[src/rtl/alarm_ctrl_if.sv]
// Pin bundle between the alarm panel and alarm_ctrl: raw request pins in,
// registered status and debug outputs back.
interface alarm_ctrl_if;
  logic       trip;
  logic       arm;
  logic       disarm;
  logic       siren;
  logic       armed;
  logic       pending;
  logic       alarm_mem;
  logic [2:0] state;

  modport master (
    output trip, arm, disarm,
    input  siren, armed, pending, alarm_mem, state
  );

  modport slave (
    input  trip, arm, disarm,
    output siren, armed, pending, alarm_mem, state
  );
endinterface

[src/rtl/alarm_ctrl.sv]
// Intruder alarm sequencer: synchronizes pin requests and steps through
// exit delay, armed watch, entry delay, timed siren and post-alarm hold.
module alarm_ctrl #(
  parameter int unsigned EXIT_DLY  = 16,
  parameter int unsigned ENTRY_DLY = 16,
  parameter int unsigned SIREN_LEN = 64
) (
  input logic         clk,
  input logic         rst_n,
  alarm_ctrl_if.slave bus
);

  typedef enum logic [2:0] {
    DISARMED = 3'd0,
    EXITING  = 3'd1,
    ARMED    = 3'd2,
    ENTRY    = 3'd3,
    ALARM    = 3'd4,
    HOLD     = 3'd5
  } state_t;

  localparam logic [7:0] EXIT_LOAD  = 8'(EXIT_DLY - 1);
  localparam logic [7:0] ENTRY_LOAD = 8'(ENTRY_DLY - 1);
  localparam logic [7:0] SIREN_LOAD = 8'(SIREN_LEN - 1);

  // {trip, arm, disarm} through two flop stages
  logic [2:0] sync_m;
  logic [2:0] sync_s;
  logic [1:0] prime;
  logic       arm_prev;
  logic       arm_ok;

  logic trip_s;
  logic arm_s;
  logic disarm_s;
  logic arm_rise;

  state_t     state_q;
  logic [7:0] cnt;
  logic       siren_q;
  logic       armed_q;
  logic       pending_q;
  logic       alarm_mem_q;

  assign trip_s   = sync_s[2];
  assign arm_s    = sync_s[1];
  assign disarm_s = sync_s[0];

  // arm_ok stays low until the synchronizer has really seen the pin low after
  // reset, so an arm pin already high at reset release never counts as a rise.
  assign arm_rise = arm_s & ~arm_prev & arm_ok;

  always_ff @(posedge clk or negedge rst_n) begin
    if (!rst_n) begin
      sync_m   <= '0;
      sync_s   <= '0;
      prime    <= '0;
      arm_prev <= 1'b0;
      arm_ok   <= 1'b0;
    end else begin
      sync_m   <= {bus.trip, bus.arm, bus.disarm};
      sync_s   <= sync_m;
      prime    <= {prime[0], 1'b1};
      arm_prev <= arm_s;
      if (prime[1] && !arm_s) begin
        arm_ok <= 1'b1;
      end
    end
  end

  always_ff @(posedge clk or negedge rst_n) begin
    if (!rst_n) begin
      state_q     <= DISARMED;
      cnt         <= '0;
      siren_q     <= 1'b0;
      armed_q     <= 1'b0;
      pending_q   <= 1'b0;
      alarm_mem_q <= 1'b0;
    end else if (disarm_s) begin
      state_q   <= DISARMED;
      siren_q   <= 1'b0;
      armed_q   <= 1'b0;
      pending_q <= 1'b0;
    end else begin
      case (state_q)
        DISARMED: begin
          if (arm_rise) begin
            state_q     <= EXITING;
            cnt         <= EXIT_LOAD;
            pending_q   <= 1'b1;
            alarm_mem_q <= 1'b0;
          end
        end
        EXITING: begin
          if (cnt == 8'd0) begin
            state_q   <= ARMED;
            armed_q   <= 1'b1;
            pending_q <= 1'b0;
          end else begin
            cnt <= cnt - 8'd1;
          end
        end
        ARMED: begin
          if (trip_s) begin
            state_q   <= ENTRY;
            cnt       <= ENTRY_LOAD;
            pending_q <= 1'b1;
          end
        end
        ENTRY: begin
          if (cnt == 8'd0) begin
            state_q     <= ALARM;
            cnt         <= SIREN_LOAD;
            siren_q     <= 1'b1;
            pending_q   <= 1'b0;
            alarm_mem_q <= 1'b1;
          end else begin
            cnt <= cnt - 8'd1;
          end
        end
        ALARM: begin
          if (cnt == 8'd0) begin
            state_q <= HOLD;
            siren_q <= 1'b0;
          end else begin
            cnt <= cnt - 8'd1;
          end
        end
        HOLD: begin
          if (trip_s) begin
            state_q <= ALARM;
            cnt     <= SIREN_LOAD;
            siren_q <= 1'b1;
          end
        end
        default: begin
          state_q   <= DISARMED;
          siren_q   <= 1'b0;
          armed_q   <= 1'b0;
          pending_q <= 1'b0;
        end
      endcase
    end
  end

  assign bus.siren     = siren_q;
  assign bus.armed     = armed_q;
  assign bus.pending   = pending_q;
  assign bus.alarm_mem = alarm_mem_q;
  assign bus.state     = state_q;

endmodule

[src/flat_wrapper.sv]
// flat-port wrapper written by rule: the top's interface ports become plain ports
module alarm_ctrl_flat 
#(
  parameter int unsigned EXIT_DLY  = 16,
  parameter int unsigned ENTRY_DLY = 16,
  parameter int unsigned SIREN_LEN = 64
)
  (clk, rst_n, bus_trip, bus_arm, bus_disarm, bus_siren, bus_armed, bus_pending, bus_alarm_mem, bus_state);
  alarm_ctrl_if bus_i ();
  input logic clk;
  input logic rst_n;
  input wire logic [$bits(bus_i.trip)-1:0] bus_trip;
  input wire logic [$bits(bus_i.arm)-1:0] bus_arm;
  input wire logic [$bits(bus_i.disarm)-1:0] bus_disarm;
  output wire logic [$bits(bus_i.siren)-1:0] bus_siren;
  output wire logic [$bits(bus_i.armed)-1:0] bus_armed;
  output wire logic [$bits(bus_i.pending)-1:0] bus_pending;
  output wire logic [$bits(bus_i.alarm_mem)-1:0] bus_alarm_mem;
  output wire logic [$bits(bus_i.state)-1:0] bus_state;
  assign bus_i.trip = bus_trip;
  assign bus_i.arm = bus_arm;
  assign bus_i.disarm = bus_disarm;
  assign bus_siren = bus_i.siren;
  assign bus_armed = bus_i.armed;
  assign bus_pending = bus_i.pending;
  assign bus_alarm_mem = bus_i.alarm_mem;
  assign bus_state = bus_i.state;
  alarm_ctrl #(.EXIT_DLY(EXIT_DLY), .ENTRY_DLY(ENTRY_DLY), .SIREN_LEN(SIREN_LEN)) u_core (.clk(clk), .rst_n(rst_n), .bus(bus_i));
endmodule
[config.mk]
export PLATFORM = sky130hd
export DESIGN_NAME = alarm_ctrl_flat
export DESIGN_NICKNAME = d
export VERILOG_FILES = /design/src/rtl/alarm_ctrl_if.sv /design/src/rtl/alarm_ctrl.sv /design/src/flat_wrapper.sv
export SDC_FILE = /design/constraint.sdc
export NUM_CORES = 1
export LEC_CHECK = 0
export CORE_ASPECT_RATIO = 1.1
export CORE_UTILIZATION = 50
export DETAILED_ROUTE_END_ITERATION = 16
export DONT_BUFFER_PORTS = 1
export SLEW_MARGIN = 20
export SYNTH_ARGS = -nofsm -noshare
export SYNTH_HDL_FRONTEND = slang
export SYNTH_SLANG_ARGS = --single-unit
export TNS_END_PERCENT = 50
[constraint.sdc]
create_clock -name clk -period 6.3 [get_ports clk]
set_clock_uncertainty 0.05 [all_clocks]
set_input_delay 1.26 -clock clk [delete_from_list [all_inputs] [get_ports clk]]
set_output_delay 1.26 -clock clk [all_outputs]
set_load 0.02 [all_outputs]
After elaboration in Yosys (flattened, before gate mapping)
Cells that the tools add are included.

storage, ports and cells
  bits in registers = 25
  input bits = 5
  output and inout port bits = 7
  word-level logic and storage cells = 79

operators by class
  add/subtract/negate cells = 1
  eq/ne operators = 20
  muxes and demuxes = 26
  bitwise operators = 4
  reduce and logical (&&, ||, !) cells = 17

operators with widths
  cell                                                                   count
  8-bit 2-to-1 mux                                                       5
  8-bit one-hot mux with 5 select lines                                  1
  3-bit 2-to-1 mux                                                       7
  3-bit by 1-bit != test with 1-bit output, second input constant        7
  3-bit one-hot mux with 6 select lines                                  1
  2-bit by 1-bit != test with 1-bit output, second input constant        7
  4-bit AND reduction                                                    3
  6-bit AND reduction                                                    2
  8-bit zero test                                                        1
  1-bit 2-to-1 mux                                                       8
  1-bit one-hot mux with 4 select lines                                  2
  8-bit by 1-bit subtractor with 8-bit output, second input constant     1
  3-bit by 2-bit equality test with 1-bit output, second input constant  2
  3-bit equality test, second input constant                             2
  2-bit OR reduction                                                     3
  5-bit nonzero test                                                     1
  5-bit OR reduction                                                     1
  1-bit one-hot mux with 2 select lines                                  2
  3-bit by 1-bit equality test with 1-bit output, second input constant  1
  3-bit zero test                                                        1
  3-bit OR reduction                                                     1
  1-bit AND                                                              2
  2-bit != test, second input constant                                   1
  1-bit inverter                                                         2
  4 further kinds                                                        4

Logic depth before layout (Yosys ltp)
  depth after elaboration = 6
  gate-level depth with buffers = 8
  mapped depth without buffers = 7

Worst setup path after synthesis
Ideal clock, no wire load.

  path kind = flip-flop to flip-flop
  start point = register u_core.cnt[0]
  end point = register u_core.cnt[6]
  library setup time = 0.121 ns
  data arrival time = 1.890 ns
  required time = 6.129 ns
  slack = 4.239 ns
  cell stages (with the launch flop) = 9
  buffers on the path = 1
  clock period less this slack = 2.061 ns
  cell sequence = dfrtp_1 -> inv_1 -> ha_1 -> or3b_1 -> buf_6 -> nor4_4 -> nor4_4 -> and2_4 -> a32o_2

on the way
  word-level cells in the longest chain between the ends = 3
  elaborated cells between the ends (all ways) = 7
  classes of those cells = add/sub (1); eq/ne (1); mux (3); reduce/logical (2)

ends and longest elaborated chain
  item                                                                                   RTL line                             text
  start: declaration                                                                     alarm_ctrl.sv:39                     logic [7:0] cnt;
  start signal: assignment                                                               alarm_ctrl.sv:100                    cnt <= cnt - 8'd1;
  start signal: assignment                                                               alarm_ctrl.sv:118                    cnt <= cnt - 8'd1;
  start signal: assignment                                                               alarm_ctrl.sv:126                    cnt <= cnt - 8'd1;
  8-bit by 1-bit subtractor with 8-bit output / 8-bit zero test (equally long branches)  -
  8-bit 2-to-1 mux (tied with other cells)                                               alarm_ctrl.sv:95, alarm_ctrl.sv:122
  8-bit one-hot mux with 5 select lines / 6-bit AND reduction (equally long branches)    -

Parallel ways exist; a longest one is shown, timed or not. The select of a mux whose other input is x is not followed.
A chain may end at the register's enable or synchronous reset.

Final worst setup path
  start point = register u_core.state_q[1], in the netlist u_core.bus.state[1]
  end point = output port bus_state[1]

RTL lines
  item                      RTL line            text
  start: declaration        alarm_ctrl.sv:38    state_t state_q;
  start signal: assignment  alarm_ctrl.sv:73    state_q <= DISARMED;
  start signal: assignment  alarm_ctrl.sv:80    state_q <= DISARMED;
  start signal: assignment  alarm_ctrl.sv:88    state_q <= EXITING;
  end: declaration          flat_wrapper.sv:19  output wire logic [$bits(bus_i.state)-1:0] bus_state;

No word-level cell between the ends.

==> impl_results.md <==
* Outcome: finished, final reports clean
* Multiplexer share of the synthesized area at 0.00859
* Die area at about 2800 sq um
* Initial antenna violation count at 0
* Yosys reg bits at 25
* Initial Util at 0.525
* Power Density at 234 nW/um^2
* CTS Hold Bufs at 0
* Clock Latency Late Sink at 0.32 ns
* Cell area after synthesis at ~1300 sq um
* Global-route wire length before repair at between 4 and 5 mm
* LEAKAGE at about 0.53 nW
* Worst slew pin tran at between 0.6 and 0.7 ns
* Compound-cell area share of the yosys netlist at 0.212
* Total Wirelength at 2.39 mm
* TNS Setup at 0 ns
* Final #Nets at 130
* Row cnt at 19
* Layout cells sized above 1 at 0.0976
* CTS resizes at 0
* FF+latch area at 626 sq um
* Critical path peak fanout at 17
* Top FF cell, synth: dfrtp_1
* Final setup viols at 0
* Max frequency at 411 MHz
* # DRC at 0
* Worst setup EP type: output port
* Hpwl dp at about 1.8 mm
* Synth Area in XOR/XNOR at 0.0134
* Mapped Cells at 127
* Vias per inst at a little over 6
* Placed Area at ~1300 sq um
* Multi-input logic area at approximately 570 sq um
* Fin area at 1300 sq um
* Diodes inserted at 0
* Post-Synth Adder-Cell Area at 0.00954
* Number of global-route vias before repair at 883
* H-tree levels at 1
* GRT Util Overall at 0.197
* Ranking of synthesized cells by area: dfrtp_1 48%, o21ai_0 4.2%, nor3_1 3.8%
* CTS tree: built
* Vias at 930
* Initial DRC Count at 36
* Initial DRT Pass Iterations at 4
* Synth top cells by count: 25 x dfrtp_1, 11 x o21ai_0, 10 x nor3_1, 9 x a21oi_1, 9 x inv_1
* Tmin final at approximately 2.4 ns
* Ys async rst share at 1.00
* Final Hold Viols at 0
* Final period utilization at 0.386
* WP data arrival at 1.12 ns
* Core Area at between 2000 and 2500 sq um
* Largest net degree at the start of global routing at 26
* Syn Area/Cell at between 10 and 15 sq um
* Die width at around 51 um
* CTS sink cnt at 25
* Syn Nets at around 130
* DR WL/cell at 15.5 um
* Area growth syn-to-layout at -0.954%
* Main combinational cell family by area after synthesis: compound AO/OA/AOI/OAI gates
* Antenna-violating nets left at 0
* GP Congestion at ~0.84
* Most numerous cell in the Yosys netlist: dfrtp_1
* WS Path Type: reg -> out
* Synthesis Warnings at 0
* I/O Pins at 12
* VDD IR max at between 0.1 and 0.15 mV
* Post-synth EDFFs at 0
* Synth top area share at 0.477
* Crit start category: flop
* Simple-gate share of the synthesized area at 0.188
* CP required at approximately 5 ns
* Clock Tree Root: clkbuf_4
* Die height at roughly 56 um
* Slew HR at 0.549
* Cts bufs inserted at 3
* Hold WC Path Type: reg -> reg
* Clock buffer depth at 2
* IO Port Bufs at 0
* Pins Over Slew Limit at 0
* Clk slew on worst S/H paths at roughly 0.15 ns
* Filler cell count at 248
* Unique masters post-synth at between 40 and 50
* Largest area contributor in the netlist: dfrtp_1
* Sequential-to-total area share from yosys stat at 0.477
* Post-CTS setup buffer count at 0
* Total of max-cap violations at 0
* RSZ-0062 raised after global routing: no
* Grt ovf at 0
placed cells by master (no fill, tap or decap), types with 3 or more instances in the layout:
master    instances
a21oi_1           9
clkbuf_4          3
o21ai_0          11
nor2_1            8
dfrtp_1          25
nor3_1           10
nand2_1           5
a22o_1            4
inv_1             9
final timing paths:
check | from | to | slack (ns) | cells past startpoint
setup / recovery | u_core.bus.state[1] | bus_state[1] | 3.87 | 0
hold / removal | u_core.sync_m[2] | u_core.sync_s[2] | 0.32 | 0
setup reg to reg | u_core.cnt[0] | u_core.cnt[6] | 4.03 | 7
hold reg to reg | u_core.sync_m[2] | u_core.sync_s[2] | 0.32 | 0
max in group asynchronous | rst_n | u_core.cnt[1] | 5.56 | 0
min in group asynchronous | rst_n | u_core.bus.state[1] | 0.56 | 0
worst reg2reg max path: stages, from the launching register on:
cell	delay (ns)
dfrtp_1	0.45
inv_1	0.07
ha_1	0.17
or3b_1	0.52
nor4_4	0.35
nor4_4	0.10
and2_4	0.21
a32o_2	0.26
layout make-up:
| type | count | share of cell area |
|---|---|---|
| inverter | 9 | 0.0260 |
| multi-input combinational | 85 | 0.438 |
| clock buffer | 3 | 0.0173 |
| clock inverter | 1 | 0.00674 |
| tap | 31 | 0.0299 |
| sequential | 25 | 0.482 |
where the power goes:
group	total, mW	internal, mW	switching [mW]
sequential	0.192	0.174	0.0186
combinational	0.0368	0.0175	0.0193
clock	0.0753	0.0258	0.0496
flip-flops by register name (all words and copies together) (netlist names):
signal                cells
u_core.bus.pending        1
u_core.bus.alarm_mem      1
u_core.arm_ok             1
u_core.bus.armed          1
u_core.sync_s             3
u_core.bus.state          3
u_core.sync_m             3
u_core.bus.siren          1
u_core.cnt                8
u_core.arm_prev           1
u_core.prime              2
metrics by stage:
step	utilization	std cells	worst slack [ns]	hold WS, ns	power (mW)
6_report	0.520	154	3.87	0.317	0.304
5_1_grt	0.520	154	3.78	0.315	0.326
4_1_cts	0.520	154	3.85	0.319	0.309
3_5_place_dp	0.508	150	4.04	0.285	0.232
3_3_place_gp	0.508	150	4.05	0.284	0.231
2_1_floorplan	-	127	4.24	0.281	0.225
cells by family after synthesis:
family	Yosys count
buffers and inverters	17
AO/OA/AOI/OAI	41
XOR/XNOR	2
multiplexers	1
flip-flops	25
adder cells (fa/ha/maj)	1
other	1
AND/OR/NAND/NOR	39
per-layer routing:
| metal | global-route usage | wire, um | up-vias |
|---|---|---|---|
| li1 | - | - | 450 |
| met1 | 0.268 | 1130 | 457 |
| met2 | 0.301 | 1120 | 19 |
| met3 | 0.0464 | 100 | 4 |
| met4 | 0.0833 | 40 | 0 |
| met5 | 0 | 0 | - |
Note: power is estimated with default switching activity, not from simulation.
